### src/rtl/viterbi_frame_ctrl.sv
`default_nettype none
// +--------------------------------------------------------------------------+
// | Module  : viterbi_frame_ctrl                                             |
// | Brief   : Frames a coded symbol stream into a K=3 Viterbi decoder:       |
// |           clears the decoder, forwards payload symbols, appends the      |
// |           zero flush tail, then forwards the payload decisions.          |
// | Revision: 1.0 - initial release                                          |
// +--------------------------------------------------------------------------+
module viterbi_frame_ctrl #(
  parameter int TAIL_LEN = 2,
  parameter int CLR_CYC  = 1,
  parameter int MAX_SYM  = 255,
  parameter int DRAIN_TO = 64
) (
  input  logic       i_clk,
  input  logic       i_rst,
  input  logic       i_sym_valid,
  input  logic [1:0] i_sym_data,
  input  logic       i_sym_last,
  output logic       o_sym_ready,
  output logic       o_dec_clr,
  output logic       o_dec_valid,
  output logic [1:0] o_dec_data,
  input  logic       i_dec_decision,
  input  logic       i_dec_valid,
  output logic       o_bit,
  output logic       o_bit_valid,
  output logic       o_bit_last,
  output logic       o_busy,
  output logic       o_err,
  output logic [7:0] o_frame_len
);

  localparam int CLR_W  = (CLR_CYC > 1) ? $clog2(CLR_CYC) : 1;
  localparam int TAIL_W = (TAIL_LEN > 1) ? $clog2(TAIL_LEN) : 1;
  localparam int TO_W   = $clog2(DRAIN_TO + 1);
  localparam int DEC_W  = 10;  // payload (<=255) plus flush decisions

  typedef enum logic [2:0] {
    IDLE  = 3'd0,
    CLEAR = 3'd1,
    LOAD  = 3'd2,
    TAIL  = 3'd3,
    DRAIN = 3'd4
  } state_t;

  state_t state;
  state_t state_nxt;

  logic [CLR_W-1:0]  clr_cnt;
  logic [TAIL_W-1:0] tail_cnt;
  logic [TO_W-1:0]   to_cnt;
  logic [DEC_W-1:0]  dec_cnt;

  logic             hs;
  logic             frame_end;
  logic             clr_done;
  logic             tail_done;
  logic             drain_done;
  logic             drain_expired;
  logic             dec_count;
  logic             dec_keep;
  logic             dec_last;
  logic [DEC_W-1:0] frame_len_ext;
  logic [DEC_W-1:0] drain_target;

  // Handshake, phase-completion and decision-classification terms
  always_comb begin
    frame_len_ext = {2'b00, o_frame_len};
    drain_target  = frame_len_ext + DEC_W'(TAIL_LEN);
    hs            = (state == LOAD) && i_sym_valid;
    frame_end     = hs && (i_sym_last || (o_frame_len == 8'(MAX_SYM - 1)));
    clr_done      = (clr_cnt == CLR_W'(CLR_CYC - 1));
    tail_done     = (tail_cnt == TAIL_W'(TAIL_LEN - 1));
    drain_done    = (state == DRAIN) && (dec_cnt == drain_target);
    // Completion wins if it coincides with the final timeout cycle
    drain_expired = (state == DRAIN) && !drain_done && (to_cnt == TO_W'(DRAIN_TO - 1));
    dec_count     = i_dec_valid && ((state == LOAD) || (state == TAIL) || (state == DRAIN));
    dec_keep      = dec_count && (dec_cnt < frame_len_ext);
    // The frame length is only final once LOAD has been left
    dec_last      = dec_keep && (state != LOAD) && ((dec_cnt + DEC_W'(1)) == frame_len_ext);
  end

  // Next-state selection and state-decoded outputs
  always_comb begin
    state_nxt   = state;
    o_sym_ready = 1'b0;
    o_dec_clr   = 1'b0;
    o_busy      = 1'b1;
    case (state)
      IDLE: begin
        o_busy = 1'b0;
        if (i_sym_valid) state_nxt = CLEAR;
      end
      CLEAR: begin
        o_dec_clr = 1'b1;
        if (clr_done) state_nxt = LOAD;
      end
      LOAD: begin
        o_sym_ready = 1'b1;
        if (frame_end) state_nxt = TAIL;
      end
      TAIL: begin
        if (tail_done) state_nxt = DRAIN;
      end
      DRAIN: begin
        if (drain_done || drain_expired) state_nxt = IDLE;
      end
      default: state_nxt = IDLE;
    endcase
  end

  // State register
  always_ff @(posedge i_clk) begin
    if (i_rst) state <= IDLE;
    else       state <= state_nxt;
  end

  // Phase, timeout, decision and payload counters (all saturating)
  always_ff @(posedge i_clk) begin
    if (i_rst) begin
      clr_cnt     <= '0;
      tail_cnt    <= '0;
      to_cnt      <= '0;
      dec_cnt     <= '0;
      o_frame_len <= '0;
    end else begin
      clr_cnt <= ((state == CLEAR) && !clr_done) ? clr_cnt + CLR_W'(1) : '0;
      if (state == CLEAR) begin
        tail_cnt    <= '0;
        to_cnt      <= '0;
        dec_cnt     <= '0;
        o_frame_len <= '0;
      end else begin
        if (hs && (o_frame_len != 8'(MAX_SYM)))     o_frame_len <= o_frame_len + 8'd1;
        if ((state == TAIL) && !tail_done)           tail_cnt    <= tail_cnt + TAIL_W'(1);
        if ((state == DRAIN) && (to_cnt != '1))      to_cnt      <= to_cnt + TO_W'(1);
        if (dec_count && (dec_cnt != '1))            dec_cnt     <= dec_cnt + DEC_W'(1);
      end
    end
  end

  // Registered decoder-side and bit-side outputs
  always_ff @(posedge i_clk) begin
    if (i_rst) begin
      o_dec_valid <= 1'b0;
      o_dec_data  <= 2'b00;
      o_bit       <= 1'b0;
      o_bit_valid <= 1'b0;
      o_bit_last  <= 1'b0;
      o_err       <= 1'b0;
    end else begin
      o_dec_valid <= hs || (state == TAIL);
      o_dec_data  <= hs ? i_sym_data : 2'b00;
      o_bit       <= dec_keep & i_dec_decision;
      o_bit_valid <= dec_keep;
      o_bit_last  <= dec_last;
      o_err       <= drain_expired;
    end
  end

endmodule
`default_nettype wire

### config.mk
export PLATFORM = sky130hd
export DESIGN_NAME = viterbi_frame_ctrl
export DESIGN_NICKNAME = d
export VERILOG_FILES = /design/src/rtl/viterbi_frame_ctrl.sv
export SDC_FILE = /design/constraint.sdc
export NUM_CORES = 1
export LEC_CHECK = 0
export ABC_AREA = 0
export CAP_MARGIN = 10
export CORE_AREA = 10 10 96 98
export CTS_CLUSTER_SIZE = 8
export DETAILED_ROUTE_END_ITERATION = 7
export DIE_AREA = 0 0 106 108
export GPL_TIMING_DRIVEN = 0
export PLACE_DENSITY_LB_ADDON = 0.15
export SKIP_CTS_REPAIR_TIMING = 1
export SLEW_MARGIN = 25
export SYNTH_ARGS = -nofsm -noshare
export SYNTH_HDL_FRONTEND = slang
export SYNTH_SLANG_ARGS = --single-unit
### constraint.sdc
create_clock -name i_clk -period 3.1 [get_ports i_clk]
set_clock_uncertainty 0.15 [all_clocks]
set_input_delay 0.465 -clock i_clk [delete_from_list [all_inputs] [get_ports i_clk]]
set_output_delay 0.465 -clock i_clk [all_outputs]
set_load 0.005 [all_outputs]
==> impl_metrics.toml <==
[status]
outcome = "finished, final reports clean"

[timing]
min_period_ns = 2.65
rsz0062_at_grt = "no"
fin_crit_sh_pct = 85.6
finalSetupViolCount = 0
worst_pin_slew_ns = 0.782
setup_tns_ns = 0
fmax_mhz = 377
hold_viol = 0
maxSlewHeadroom_pct = 47.3
slew_violations = 0

[floorplan]
start_util_pct = 28.5
core_um2 = 7450
fp-row-count = 32
dieArea_um2 = 11400
ios = 26
die-height_um = 108
die_x_um = 106

[logic_synthesis]
yosysWarnings = 0
yosysTopAreaCell = "dfxtp_1"
synth-seq-cells = 37
syn-num-nets = 263
syn_inst = 242
synthArstFlopShare_pct = 0
yosys.area.top_type_share_pct = 34.9
seq_area_frac_synth_pct = 34.9
yosys-top-cells-area = "dfxtp_1 35%, xor2_1 8.2%, ha_1 7.7%"
syn_area_per_cell_um2 = 8.78
synth_edf_count = 0
yosys.cell_types.count = 48
yosys_most_used_dff = "dfxtp_1"
synth_area_um2 = 2120

[clock_network]
cts_root_buf = "clkbuf_8"
cts.sinks = 37
clock_latency_ns = 0.30
cts.clk_slew.worst_paths_ns = 0.08
cts_inserted_buffers = 5
cts.path.max_buffers = 2
cts_tree = "yes"
htreeDepth = 2

[route]
wl_per_cell_um = 13.7
drcViolationCount = 0
dr.pass1.iters = 4
vias = 1715
antenna_left = 0
drt-initial-drc-count = 42
routed_via_density = 4.57
routed_wl_mm = 5.14

[worst_hold_path]
holdCritPathClass = "input port to register"
holdPathStages = 2

[setup_path]
reg2reg_slack_ns = 0.45
crit_path_max_fanout = 9
reg2regPathDepth = 8
critPathKind = "register to register"
cp_data_arrival_time_ns = 2.70
setup.worst_path.start_class = "register"
required_ns = 3.14
cp-end-kind = "register"

[finish]
n_antenna_cell = 0
areaGrowthSynthToFinish_pct = 22.2
layout.nets = 294
drive_gt1_share_pct = 8.79

[global_routing]
grt_use_total_pct = 9.51
grt_pass1_vias = 1752
grt_max_degree = 12
grt-ovfl-total = 0
grt_pass1_wl_mm = 8.80
antenna_found_initial = 0

[power]
ir_drop_mv = 0.198
finalPower_w = 0.00107
p_leak_nw = 1.02
p_per_area_nw_per_um2 = 412

[placed_design]
io_buffers = 24
dp_hpwl_mm = 3.95
routabilityCongestion = 0.806

[job]
drv_cap = 0
==> registers in the layout (all words and copies together), names as in the netlist <==
| register | count |
|---|---|
| clr_cnt | 1 |
| dec_cnt | 10 |
| o_bit | 1 |
| o_bit_last | 1 |
| o_bit_valid | 1 |
| o_dec_data | 2 |
| o_dec_valid | 1 |
| o_err | 1 |
| o_frame_len | 8 |
| state | 3 |
| tail_cnt | 1 |
| to_cnt | 7 |
==> cell type report <==
| cell class | count | area (µm²) |
|---|---|---|
| Buffer | 11 | 47.5 |
| Clock buffer | 5 | 68.8 |
| Clock inverter | 2 | 35.0 |
| Fill cell | 806 | 4850 |
| Inverter | 16 | 60.1 |
| Multi-Input combinational cell | 178 | 1280 |
| Sequential cell | 37 | 741 |
| Tap cell | 102 | 128 |
| Timing Repair Buffer | 24 | 240 |
==> cell usage after synthesis (all sizes together) (5+ instances only) <==
master and number:
inv 16, dfxtp 37, ha 13, nor2 29
nand4 10, xor2 21, xnor2 16, nor3 6
a21oi 6, nand3 7, and3 6, clkbuf 6
nor2b 5, nand2 9, buf 5, o21ai 7
==> stage by stage <==
stage / std cells / hold WS, ns / instance area [µm²] / utilization (%) / worst slack [ns]
after floorplan: 242 / 0.287 / 2120 / - / 0.717
after global placement: 368 / 0.303 / 2490 / 33.5 / 0.442
after detailed placement: 368 / 0.305 / 2490 / 33.5 / 0.440
after CTS: 375 / 0.288 / 2600 / 34.9 / 0.428
after global routing: 375 / 0.304 / 2600 / 34.9 / 0.209
final: 375 / 0.306 / 2600 / 34.9 / 0.447
==> placed cells by master (no fill, tap or decap), types with 6 or more instances in the layout <==
cell type,instances
xor2_1,20
nor3_1,6
nor2_1,29
dfxtp_1,37
xnor2_1,16
ha_1,13
nand4_1,10
inv_1,16
nand2_1,9
a21oi_1,6
clkdlybuf4s50_1,24
clkbuf_1,6
nand3_1,7
==> routing by layer <==
metal,global-route usage (%),vias to the layer above,routed length [µm],share of wire [%]
met4,4.16,0,102,2.0
met3,2.56,9,201,3.9
li1,-,892,-,-
met2,14.2,26,2180,42
met1,12.6,788,2660,52
met5,0,-,0,0
==> critical path, cell delays in order (launching register included) <==
cell,delay [ns]
dfxtp_1,0.56
ha_1,0.31
and3_4,0.24
xnor2_1,0.12
nand4_1,0.11
or4_4,0.49
o21ai_2,0.18
o21ai_2,0.08
mux2_4,0.30
==> cells by family (layout without fill, tap and decap cells) <==
logic type | count (synthesis) | after routing | share of synthesized area [%]
buffers and inverters | 27 | 58 | 5.06
AO/OA/AOI/OAI | 33 | 33 | 12.0
XOR/XNOR | 37 | 37 | 15.6
other | 1 | 1 | 0.177
adder cells (fa/ha/maj) | 13 | 13 | 7.66
AND/OR/NAND/NOR | 90 | 90 | 22.6
multiplexers | 4 | 4 | 2.12
flip-flops | 37 | 37 | 34.9
==> power breakdown <==
group          internal, W  total [W]  switching [W]
logic            0.0000720   0.000154      0.0000815
registers         0.000487   0.000498      0.0000112
clock network     0.000234   0.000417       0.000183
total             0.000793    0.00107       0.000276
==> final timing paths <==
path             startpoint   endpoint
max          o_frame_len[1]   state[1]
min                   i_rst  to_cnt[6]
max reg2reg  o_frame_len[1]   state[1]
min reg2reg        tail_cnt   tail_cnt
Power figures use the tool's default switching activity.
